[src/rtl/uart_alu_interface.sv]
// Byte sequencer between uart_rx and uart_tx: gathers A, B and opcode for an
// external combinational ALU, then hands the captured result to the transmitter.
module uart_alu_interface #(
  parameter int NB_DATA = 8,
  parameter int NB_OP   = 6
) (
  input  logic               clk,
  input  logic               reset,
  input  logic               i_rx_done,
  input  logic [NB_DATA-1:0] i_rx_data,
  input  logic [NB_DATA-1:0] i_alu_result,
  input  logic               i_tx_done,
  output logic [NB_DATA-1:0] o_data_a,
  output logic [NB_DATA-1:0] o_data_b,
  output logic [NB_OP-1:0]   o_op,
  output logic [NB_DATA-1:0] o_tx_data,
  output logic               o_tx_start,
  output logic               o_busy,
  output logic               o_overrun,
  output logic [2:0]         o_dbg_state
);

  // Handshake: i_rx_done and i_tx_done are single-cycle pulses with no ready
  // back-pressure; a byte pulsed while busy is lost and flagged by o_overrun.
  // o_tx_start is a single-cycle strobe qualifying o_tx_data.
  typedef enum logic [2:0] {
    S_A   = 3'd0,
    S_B   = 3'd1,
    S_OP  = 3'd2,
    S_RES = 3'd3,
    S_TX  = 3'd4
  } state_t;

  state_t             state_q;
  logic [NB_DATA-1:0] data_a_q;
  logic [NB_DATA-1:0] data_b_q;
  logic [NB_OP-1:0]   op_q;
  logic [NB_DATA-1:0] tx_data_q;
  logic               tx_start_q;
  logic               busy_q;
  logic               overrun_q;

  always_ff @(posedge clk or negedge reset) begin
    if (!reset) begin
      state_q    <= S_A;
      data_a_q   <= '0;
      data_b_q   <= '0;
      op_q       <= '0;
      tx_data_q  <= '0;
      tx_start_q <= 1'b0;
      busy_q     <= 1'b0;
      overrun_q  <= 1'b0;
    end else begin
      tx_start_q <= 1'b0;
      overrun_q  <= 1'b0;
      case (state_q)
        S_A: begin
          if (i_rx_done) begin
            data_a_q <= i_rx_data;
            state_q  <= S_B;
          end
        end
        S_B: begin
          if (i_rx_done) begin
            data_b_q <= i_rx_data;
            state_q  <= S_OP;
          end
        end
        S_OP: begin
          if (i_rx_done) begin
            op_q    <= i_rx_data[NB_OP-1:0];
            busy_q  <= 1'b1;
            state_q <= S_RES;
          end
        end
        S_RES: begin
          // ALU inputs settled during the previous cycle; capture now.
          tx_data_q  <= i_alu_result;
          tx_start_q <= 1'b1;
          state_q    <= S_TX;
          if (i_rx_done) overrun_q <= 1'b1;
        end
        S_TX: begin
          if (i_rx_done) overrun_q <= 1'b1;
          if (i_tx_done) begin
            busy_q  <= 1'b0;
            state_q <= S_A;
          end
        end
        default: begin
          busy_q  <= 1'b0;
          state_q <= S_A;
        end
      endcase
    end
  end

  assign o_data_a    = data_a_q;
  assign o_data_b    = data_b_q;
  assign o_op        = op_q;
  assign o_tx_data   = tx_data_q;
  assign o_tx_start  = tx_start_q;
  assign o_busy      = busy_q;
  assign o_overrun   = overrun_q;
  assign o_dbg_state = state_q;

endmodule

[config.mk]
export PLATFORM = sky130hd
export DESIGN_NAME = uart_alu_interface
export DESIGN_NICKNAME = d
export VERILOG_FILES = /design/src/rtl/uart_alu_interface.sv
export SDC_FILE = /design/constraint.sdc
export NUM_CORES = 1
export LEC_CHECK = 0
export CORE_MARGIN = 10
export CORE_UTILIZATION = 42
export DETAILED_ROUTE_END_ITERATION = 10
export GPL_TIMING_DRIVEN = 0
export HOLD_SLACK_MARGIN = 0.03
export PLACE_DENSITY = 0.89
export REMOVE_ABC_BUFFERS = 1
export SYNTH_ARGS = -nofsm -noshare
export SYNTH_HDL_FRONTEND = slang
export SYNTH_SLANG_ARGS = --single-unit
[constraint.sdc]
create_clock -name clk -period 2.07 [get_ports clk]
set_clock_uncertainty 0.1 [all_clocks]
set_input_delay 0.5175 -clock clk [delete_from_list [all_inputs] [get_ports clk]]
set_output_delay 0.5175 -clock clk [all_outputs]
set_load 0.02 [all_outputs]
After elaboration in Yosys (flattened, before gate mapping)
Cells that the tools add are included.
{"block": "word_totals", "inputBits": 20, "ff_bits": 36, "output_inout_bits": 36, "word_cells": 36}
{"block": "classes", "reduce_logical": 8, "muxes": 11, "bitwise": 1, "n_eq_ne": 8}
{"cell": "3-bit one-hot mux with 5 select lines", "count": 1}
{"cell": "3-bit 2-to-1 mux", "count": 4}
{"cell": "2-bit != test (second input constant)", "count": 4}
{"cell": "3-bit by 2-bit equality test with 1-bit output (second input constant)", "count": 2}
{"cell": "2-bit AND reduction", "count": 3}
{"cell": "1-bit 2-to-1 mux", "count": 5}
{"cell": "4-bit AND reduction", "count": 1}
{"cell": "3-bit by 1-bit equality test with 1-bit output (second input constant)", "count": 1}
{"cell": "3-bit equality test (second input constant)", "count": 1}
{"cell": "3-bit logical NOT", "count": 1}
{"cell": "1-bit one-hot mux with 3 select lines", "count": 1}
{"cell": "3-bit AND reduction", "count": 1}
{"cell": "3-bit OR reduction", "count": 1}
{"cell": "2-bit OR reduction", "count": 1}
{"cell": "1-bit NOT", "count": 1}

Logic depth before layout (Yosys ltp)
Gate-level depths: netlist (run 1).
{"block": "logic_depth", "depth_word": 4, "depth_mapped": 4, "mapped_depth_nobuf": 2}

Worst setup path before layout (run 1)
Ideal clock, no wire load.
{"block": "synth_path", "path_type": "reg2reg", "startpoint": "register state_q[2], in the netlist o_dbg_state[2]", "endpoint": "register data_a_q[0], in the netlist o_data_a[0]", "n_path_buf": 1, "path_slack_ps": 403, "arrival_time_ps": 1442, "path_stages_with_launch": 4, "setup_ps": 125, "synth_period_minus_slack_ps": 1667, "path_cell_list": "dfrtp_1 > buf_6 > nor4b_4 > mux2_2"}
{"block": "synth_between", "elab_chain_cells": 2}
{"element": "start, declared", "line": "34", "text": "state_t state_q;"}
{"element": "start signal, assigned", "line": "45", "text": "state_q <= S_A;"}
{"element": "start signal, assigned", "line": "60", "text": "state_q <= S_B;"}
{"element": "start signal, assigned", "line": "66", "text": "state_q <= S_OP;"}
{"element": "3-bit logical NOT", "line": "56", "text": "case (state_q)"}
{"element": "2-bit AND reduction (no source line)"}
{"element": "end signal, assigned", "line": "59", "text": "data_a_q <= i_rx_data;"}
{"element": "end, declared", "line": "35", "text": "logic [NB_DATA-1:0] data_a_q;"}
No other way between the ends.
A chain may end at the register's enable or synchronous reset.

Worst setup path in the final report (run 1)
{"block": "layout_path", "startpoint": "register busy_q, in the netlist o_busy", "endpoint": "output port o_busy"}
{"element": "start, declared", "line": "40", "text": "logic busy_q;"}
{"element": "start signal, assigned", "line": "51", "text": "busy_q <= 1'b0;"}
{"element": "start signal, assigned", "line": "72", "text": "busy_q <= 1'b1;"}
{"element": "start signal, assigned", "line": "86", "text": "busy_q <= 1'b0;"}
{"element": "end, declared", "line": "18", "text": "output logic o_busy,"}
No word-level cell between the ends.

==> results.cfg, run 1 <==
[outcome]
status = finished clean

[global_route]
grt_pass1_wl_microns = 5440
grt-ovfl-total = 0
grt_pass1_vias = 987
groute.usage.overall_pct = 11.5
grt_max_degree = 37
antenna_found_initial = 0

[logic_synthesis]
yosys.area.top_type_share_pct = 63.0
ys_types = 17
ys_warn_count = 0
async_flop_share_pct = 100
yosys-top-cells-count = 36 x dfrtp_1, 30 x mux2_2, 3 x buf_2, 3 x buf_6
synthTopCellsByArea = dfrtp_1 63%, mux2_2 24%, buf_6 2.4%, and4bb_2 1.8%, nor4b_4 1.7%
ys_seq_area_share_pct = 63.0
synth_most_common_cell = dfrtp_1
synth_top_area_cell = dfrtp_1
synth.avg_cell_area_sq_um = 16.2
netlist_area_sq_um = 1430
synth_edf_count = 0
ys_ff_latch = 36
postSynthCellCount = 88
ys.flop_type = dfrtp_1

[setup_path]
setup.worst_path.end_class = output pin
reg2reg_depth = 2
cp_max_fo = 3
critical_path.startpoint_type = register
cp.depth = 1
worstSetupPathType = register to output pin
worst_ep_arrival_time_ns = 1.35
crit_path_max_incr_delay_ns = 0.62
critPathSlowestCell = clkdlybuf4s50_1
timing.critical_path.buf_inv = 1
r2r_setup_slack_ns = 0.33
critPathTopFamily = buffers and inverters
crit_path_cell_trace = clkdlybuf4s50_1
cp.required_ns = 1.45

[place]
preCtsSetupSlack_ns = -0.277
place_area_sq_um = 1980
portBuffers = 55
hpwl_microns = 2670
routabilityCongestion = 0.705

[sta]
hold_viol_final = 0
setup_viol = 0
worstMarginPinSlew_ns = 0.774
fin_crit_ns = 1.97
max_slew_margin_pct = 48.4
min_period_over_period_pct = 95.0
slew_violations = 0
worst_slack_ns = 0.104
rsz0062_at_grt = false
timing.fmax_mhz = 509

[min_path]
holdCritPathClass = input pin to async pin

[cts]
clk_path_buf_depth = 2
worstSkewPairLatency_ns = 0.32
cts_buffers = 5
cts_max_level = 2
clk_pin_slew_ns = 0.10
cts_sinks = 36
root_buffer = clkbuf_4
cts_tree = built

[power]
power.density_nw_per_um2 = 1670
leakagePower_nw = 0.864
power.total_mw = 3.42
ir_drop_mv = 0.668

[layout]
fin_area_sq_um = 2040
final_util_pct = 61.8
final_nets = 164
drive_above_1_share_pct = 30.3
area_growth_pct = 43.1
fillers = 281
insertedDiodeCount = 0

[floorplanning]
num_io_pins = 56
die_y_microns = 78.3
placementRows = 21
core_area_sq_um = 3310
dieArea_sq_um = 6130
fp.dieW_microns = 78.3
start_util_pct = 43.2

[detailed_routing]
wl_microns = 3410
first_pass_iters = 4
vias_per_cell = 4.84
drtIter0Drc = 30
ant_nets = 0
route.detailed.drc = 0
routedWlPerCell_microns = 17.8
via_count = 924

[job]
cap_violations = 0
[layout make-up]
class | count | area, sq um | area share (%)
sequential | 36 | 903 | 44.2
timing repair buffer | 55 | 546 | 26.7
multi-input combinational | 46 | 479 | 23.4
clock buffer | 8 | 58.8 | 2.88
tap | 46 | 57.6 | 2.82
[registers in the layout, indices dropped and copies added (netlist names)]
name	cells
o_tx_start	1
o_overrun	1
o_data_a	8
o_dbg_state	3
o_busy	1
o_tx_data	8
o_data_b	8
o_op	6
[repair_timing]
| action | 4_1_cts | 5_1_grt |
|---|---|---|
| gates resized for setup | 4 | 1 |
| setup endpoints to repair | 3 | 1 |
| endpoints found under the hold margin | 0 | 0 |
| hold buffers | 0 | 0 |
| buffers inserted | 0 | 0 |
[metrics by stage]
| step | hold slack (ns) | cells | setup TNS, ns |
|---|---|---|---|
| after floorplan | 0.122 | 82 | 0 |
| after global placement | 0.388 | 183 | -12.24 |
| after detailed placement | 0.396 | 183 | -2.87 |
| after CTS | 0.165 | 191 | 0 |
| after global routing | 0.190 | 191 | 0 |
| final | 0.160 | 191 | 0 |
[routing by layer]
| metal | up-vias | part of all wire, % | global-route usage (%) |
|---|---|---|---|
| li1 | 422 | - | - |
| met5 | - | 0 | 0 |
| met3 | 5 | 8.9 | 6.04 |
| met1 | 450 | 42 | 12.7 |
| met2 | 47 | 48 | 18.6 |
| met4 | 0 | 1.3 | 4.30 |
[kinds of logic after synthesis]
kind of cell	Yosys count	synth area share [%]
buffers and inverters	6	3.41
AO/OA/AOI/OAI	5	2.36
AND/OR/NAND/NOR	11	7.53
flip-flops	36	63.0
multiplexers	30	23.6
[worst paths after layout]
kind | start | to
min in group clk | o_data_b[0] | o_data_b[0]
setup / recovery | o_busy | o_busy
setup reg to reg | o_dbg_state[2] | o_data_a[4]
hold / removal | reset | o_data_a[4]
hold reg to reg | o_data_b[0] | o_data_b[0]
max in group asynchronous | reset | o_dbg_state[0]
[power by group]
group	internal (mW)	total, mW	switching [mW]
clock	0.168	0.377	0.209
sequential	1.05	1.28	0.234
combinational	0.954	1.76	0.802
[placed cells by master, fill, tap and decap left out, drive strengths merged]
master         Yosys  final
dfrtp             36     36
nand3b             1      1
dlygate4sd2        0      2
buf                6      1
clkbuf             0      8
a211o              1      1
nor4b              1      1
a21oi              2      2
nor3               1      1
nor3b              1      1
clkdlybuf4s50      0     51
o21a               1      1
and2b              1      1
and3b              1      1
dlymetal6s2s       0      1
a21o               1      1
mux2              30     30
or3b               1      1
and4bb             2      2
nand2b             2      2
Note: power is estimated with default switching activity, not from simulation.
==> run 2: changes to the inputs <==
==> constraint.sdc (replaced) <==
create_clock -name clk -period 2.07 [get_ports clk]
set_clock_uncertainty 0.1 [all_clocks]
set_input_delay 0.621 -clock clk [delete_from_list [all_inputs] [get_ports clk]]
set_output_delay 0.621 -clock clk [all_outputs]
set_load 0.02 [all_outputs]
==> run 2 against run 1 <==
Compared with the run above: cell count rose by 0.52%; clock-buffer cell count did not move; combinational power barely moved; die area did not move; first-iteration DRC count fell by 10%; maximum frequency fell by 3.1%.
==> results.cfg, run 2 (same netlist as run 1, synthesis figures left out) <==
[power]
ir_drop_mv = 0.659
p_sw_mw = 1.24
p_seq_share_pct = 37.5
pwr-share-clk_pct = 11.2
p_sw_share_pct = 36.8
p_int_mw = 2.13
power.total_mw = 3.38
power.share.combinational_pct = 51.3
power.density_nw_per_um2 = 1590
leakagePower_nw = 1.13

[sta]
max_slew_margin_pct = 48.7
worstMarginPinSlew_ns = 0.770
fin_crit_ns = 2.03
slew_violations = 0
hold_viol_final = 0
setup_viol = 0
rsz0062_at_grt = false
min_period_over_period_pct = 98.0
worst_slack_ns = 0.0413
fin_tns_setup_ns = 0
timing.fmax_mhz = 493

[cts]
clk_path_buf_depth = 2
cts_buffers = 5
clk_pin_slew_ns = 0.10
hold_buffers = 0
cts_max_level = 2
cts_tree = built
worstSkewPairLatency_ns = 0.33
cts_sinks = 36
root_buffer = clkbuf_4

[setup_path]
cp.depth = 1
setup.worst_path.end_class = output pin
critical_path.startpoint_type = register
reg2reg_depth = 2
critPathTopFamily = buffers and inverters
cp.required_ns = 1.35
cp_max_fo = 2
timing.critical_path.buf_inv = 1
critPathSlowestCell = clkdlybuf4s50_1
worstSetupPathType = register to output pin
worst_ep_arrival_time_ns = 1.31
crit_path_cell_trace = clkdlybuf4s50_1
crit_path_max_incr_delay_ns = 0.61

[job]
cap_violations = 0

[floorplanning]
placementRows = 21
core_area_sq_um = 3310
start_util_pct = 43.2
fp.dieW_microns = 78.3
die_y_microns = 78.3
dieArea_sq_um = 6130
num_io_pins = 56

[layout]
fin_area_sq_um = 2130
layout_common_cells = 34 x dfrtp_1, 30 x mux2_2, 27 x dlymetal6s2s_1
final_util_pct = 64.2
layout_commonest_cell = dfrtp_1
drive_above_1_share_pct = 30.8
area_growth_pct = 48.9
insertedDiodeCount = 0
final_nets = 165

[place]
hpwl_microns = 2670
routabilityCongestion = 0.705
place_area_sq_um = 1980
preCtsSetupSlack_ns = -0.381
portBuffers = 55

[detailed_routing]
ant_nets = 0
route.detailed.drc = 0
routedWlPerCell_microns = 18.1
drtIter0Drc = 27
vias_per_cell = 4.86
first_pass_iters = 4
via_count = 934
wl_microns = 3480

[outcome]
status = finished clean

[global_route]
groute.usage.overall_pct = 11.6
grt-ovfl-total = 0
grt_pass1_vias = 997
grt_pass1_wl_microns = 5490
antenna_found_initial = 0
grt_max_degree = 37

[min_path]
holdCritPathClass = input pin to async pin
-- run 2: changes by cell type in the layout (fill, tap and decap cells not counted) --
cell / before / now
dlygate4sd2_1: 2 / 4
buf_12: 0 / 1
dlymetal6s2s_1: 1 / 27
clkdlybuf4s50_1: 51 / 23
-- run 2: stage by stage --
step / hold slack (ns) / instances
6_report: 0.260 / 192
5_1_grt: 0.293 / 192
4_1_cts: 0.268 / 192
3_5_place_dp: 0.396 / 183
3_3_place_gp: 0.388 / 183
2_1_floorplan: 0.225 / 82
-- run 2: layout make-up --
type / instances / area, sq um
clock buffers: 8 / 58.8
fillers: 268 / 1180
multi-input cells: 46 / 479
flip-flops and latches: 36 / 903
well taps: 46 / 57.6
repair buffers: 56 / 628
-- run 2: power by group through the flow --
stage                     Combinational (mW)  Clock [mW]  Sequential [mW]
after floorplan                        0.491           0             1.69
after global placement                  1.76           0             1.26
after detailed placement                1.80           0             1.30
after CTS                               1.82       0.390             1.29
after global routing                    1.84       0.430             1.32
final                                   1.73       0.377             1.27
-- run 2: metal layers --
layer	share of wire, %	wire length [microns]	vias to the layer above	global-route usage, %
met1	42	1460	455	12.8
met5	0	0	-	0
met3	8.4	292	5	6.04
met4	1.3	44	0	4.30
met2	48	1680	49	18.8
li1	-	-	425	-
-- run 2: final timing paths --
kind,startpoint,to,slack [ns]
worst max register to register,o_dbg_state[2],o_data_b[1],0.48
min in group clk,o_data_b[0],o_data_b[0],0.41
worst min register to register,o_data_b[0],o_data_b[0],0.41
worst min-delay path,reset,o_data_a[4],0.26
worst max-delay path,o_op[5],o_op[5],0.04
max in group asynchronous,reset,o_dbg_state[0],1.08
-- run 2: repair_timing --
action                                  CTS  global route
endpoints found under the setup margin    6            27
gates resized for setup                   6            27
buffers inserted                          1             0
==> run 3: changes to the inputs <==
--- a/config.mk
+++ b/config.mk
@@ -5,12 +5,13 @@
 export SDC_FILE = /design/constraint.sdc
 export NUM_CORES = 1
 export LEC_CHECK = 0
+export ABC_AREA = 1
 export CORE_MARGIN = 10
-export CORE_UTILIZATION = 42
+export CORE_UTILIZATION = 43
 export DETAILED_ROUTE_END_ITERATION = 10
 export GPL_TIMING_DRIVEN = 0
 export HOLD_SLACK_MARGIN = 0.03
-export PLACE_DENSITY = 0.89
+export PLACE_DENSITY = 0.9
 export REMOVE_ABC_BUFFERS = 1
 export SYNTH_ARGS = -nofsm -noshare
 export SYNTH_HDL_FRONTEND = slang
==> run 3 against run 2 <==
Compared with the run above: routed wire length rose by 11%; critical path depth did not move; area after synthesis rose by 1.1%; highest routed layer unchanged; worst setup slack improved by 0.014 ns; global-route usage rose by 1.3 points; first-iteration DRC count rose to 3.3 times the previous value; sequential share of layout area fell by 0.41 points; die area fell by 0.90%.
==> results.cfg, run 3 <==
[outcome]
status = finished clean

[sta]
fin_crit_ns = 2.02
slew_violations = 0
max_slew_margin_pct = 48.4
timing.fmax_mhz = 496
min_period_over_period_pct = 97.4
setup_viol = 0
hold_viol_final = 0
worst_slack_ns = 0.0548
worstMarginPinSlew_ns = 0.773

[min_path]
holdCritPathClass = input pin to async pin

[logic_synthesis]
yosys.area.top_type_share_pct = 62.3
ys_ff_latch = 36
synthTopCellsByArea = dfrtp_1 62%, nand2_1 23%, o21ai_2 4.8%, inv_1 3.1%, nand3_1 1.7%
synth.avg_cell_area_sq_um = 8.98
yosys-top-cells-count = 88 x nand2_1, 36 x dfrtp_1, 12 x inv_1
synth_edf_count = 0
async_flop_share_pct = 100
ys_seq_area_share_pct = 62.3
ys.flop_type = dfrtp_1
ys_types = 13
synth_most_common_cell = nand2_1
postSynthCellCount = 161
netlist_area_sq_um = 1450
synth_top_area_cell = dfrtp_1
ys_warn_count = 0

[cts]
cts_buffers = 5
cts_max_level = 2
cts_sinks = 36
clk_pin_slew_ns = 0.11
hold_buffers = 0
clk_path_buf_depth = 2
cts_tree = built
worstSkewPairLatency_ns = 0.33
root_buffer = clkbuf_4

[global_route]
grt_pass1_vias = 1285
groute.usage.overall_pct = 12.9
grt-ovfl-total = 0
antenna_found_initial = 0
grt_pass1_wl_microns = 6290
grt_max_degree = 37

[layout]
final_nets = 241
fin_area_sq_um = 2140
area_growth_pct = 48.2
layout_commonest_cell = nand2_1
final_util_pct = 68.5
drive_above_1_share_pct = 9.91
insertedDiodeCount = 0
layout_common_cells = 88 x nand2_1, 36 x dfrtp_1, 27 x clkdlybuf4s50_1

[setup_path]
timing.critical_path.buf_inv = 1
crit_path_max_incr_delay_ns = 0.61
cp.required_ns = 1.35
setup.worst_path.end_class = output pin
startpoint = o_data_a[3]
crit_path_cell_trace = clkdlybuf4s50_1
cp_max_fo = 2
critPathTopFamily = buffers and inverters
critical_path.startpoint_type = register
worst_ep_arrival_time_ns = 1.29
critPathSlowestCell = clkdlybuf4s50_1
worstSetupPathType = register to output pin
timing.rr.start = o_dbg_state[2]

[floorplanning]
die_y_microns = 78.0
start_util_pct = 46.2
core_area_sq_um = 3130
dieArea_sq_um = 6080
placementRows = 20
fp.dieW_microns = 78.0
num_io_pins = 56

[power]
power.total_mw = 3.30
ir_drop_mv = 0.812
leakagePower_nw = 1.36
power.density_nw_per_um2 = 1540

[place]
portBuffers = 55
routabilityCongestion = 0.847
place_area_sq_um = 2030
hpwl_microns = 2930
preCtsSetupSlack_ns = -0.00729

[detailed_routing]
drtIter0Drc = 89
ant_nets = 0
vias_per_cell = 4.59
wl_microns = 3870
route.detailed.drc = 0
via_count = 1222
first_pass_iters = 4
routedWlPerCell_microns = 14.5

[job]
cap_violations = 0
-- run 3: cell types whose count changed in the layout (fill, tap and decap cells not counted), sizes merged, moves of 4 or more --
cell	delta
nand2	+89
clkdlybuf4s50	+4
inv	+14
nand3	+6
mux2	-30
nor2	+5
o21ai	+8
-- run 3: cells by family (layout without fill, tap and decap cells) --
kind of cell / after synthesis / count (layout) / share of synthesized area, %
flops: 36 / 36 / 62.3
compound gates: 9 / 9 / 5.19
buf+inv: 16 / 77 / 4.94
simple gates: 100 / 100 / 27.5
-- run 3: final timing paths --
path | slack (ns) | cells after the start | endpoint
min in group clk | 0.37 | 2 | o_op[0]
hold reg to reg | 0.37 | 2 | o_op[0]
max in group asynchronous | 1.12 | 1 | o_data_a[3]
hold / removal | 0.26 | 1 | o_tx_data[3]
setup / recovery | 0.05 | 1 | o_data_a[3]
setup reg to reg | 0.54 | 5 | o_tx_data[7]
-- run 3: cell type report --
type / count / area (sq um)
Tap cell: 44 / 55.1
Inverter: 14 / 52.6
Multi-Input combinational cell: 109 / 473
Fill cell: 265 / 986
Timing Repair Buffer: 55 / 602
Sequential cell: 36 / 901
Clock buffer: 8 / 58.8
-- run 3: per-layer routing --
metal / GRT usage (%) / up-vias / wire [microns]
met4: 5.20 / 0 / 61
met1: 14.0 / 574 / 1510
met2: 22.2 / 33 / 2100
li1: - / 609 / -
met5: 0 / - / 0
met3: 4.95 / 6 / 195
-- run 3: power breakdown --
part           internal [mW]  switching [mW]  leakage [nW]
logic                  0.713           0.988         0.878
clock network          0.168           0.216        0.0326
registers               1.03           0.192         0.451
-- run 3: stage by stage --
stage	hold WS, ns	setup TNS [ns]	cells
detailed placement	0.358	-0.0131	258
CTS	0.276	0	266
global route	0.284	-0.00574	266
global placement	0.352	-18.63	258
finish	0.258	0	266
floorplan	0.225	0	159
-- run 3: timing repair --
| item | 4_1_cts | 5_1_grt |
|---|---|---|
| endpoints found under the setup margin | 3 | 24 |
| resized for setup | 3 | 24 |
| buffers inserted | 0 | 0 |
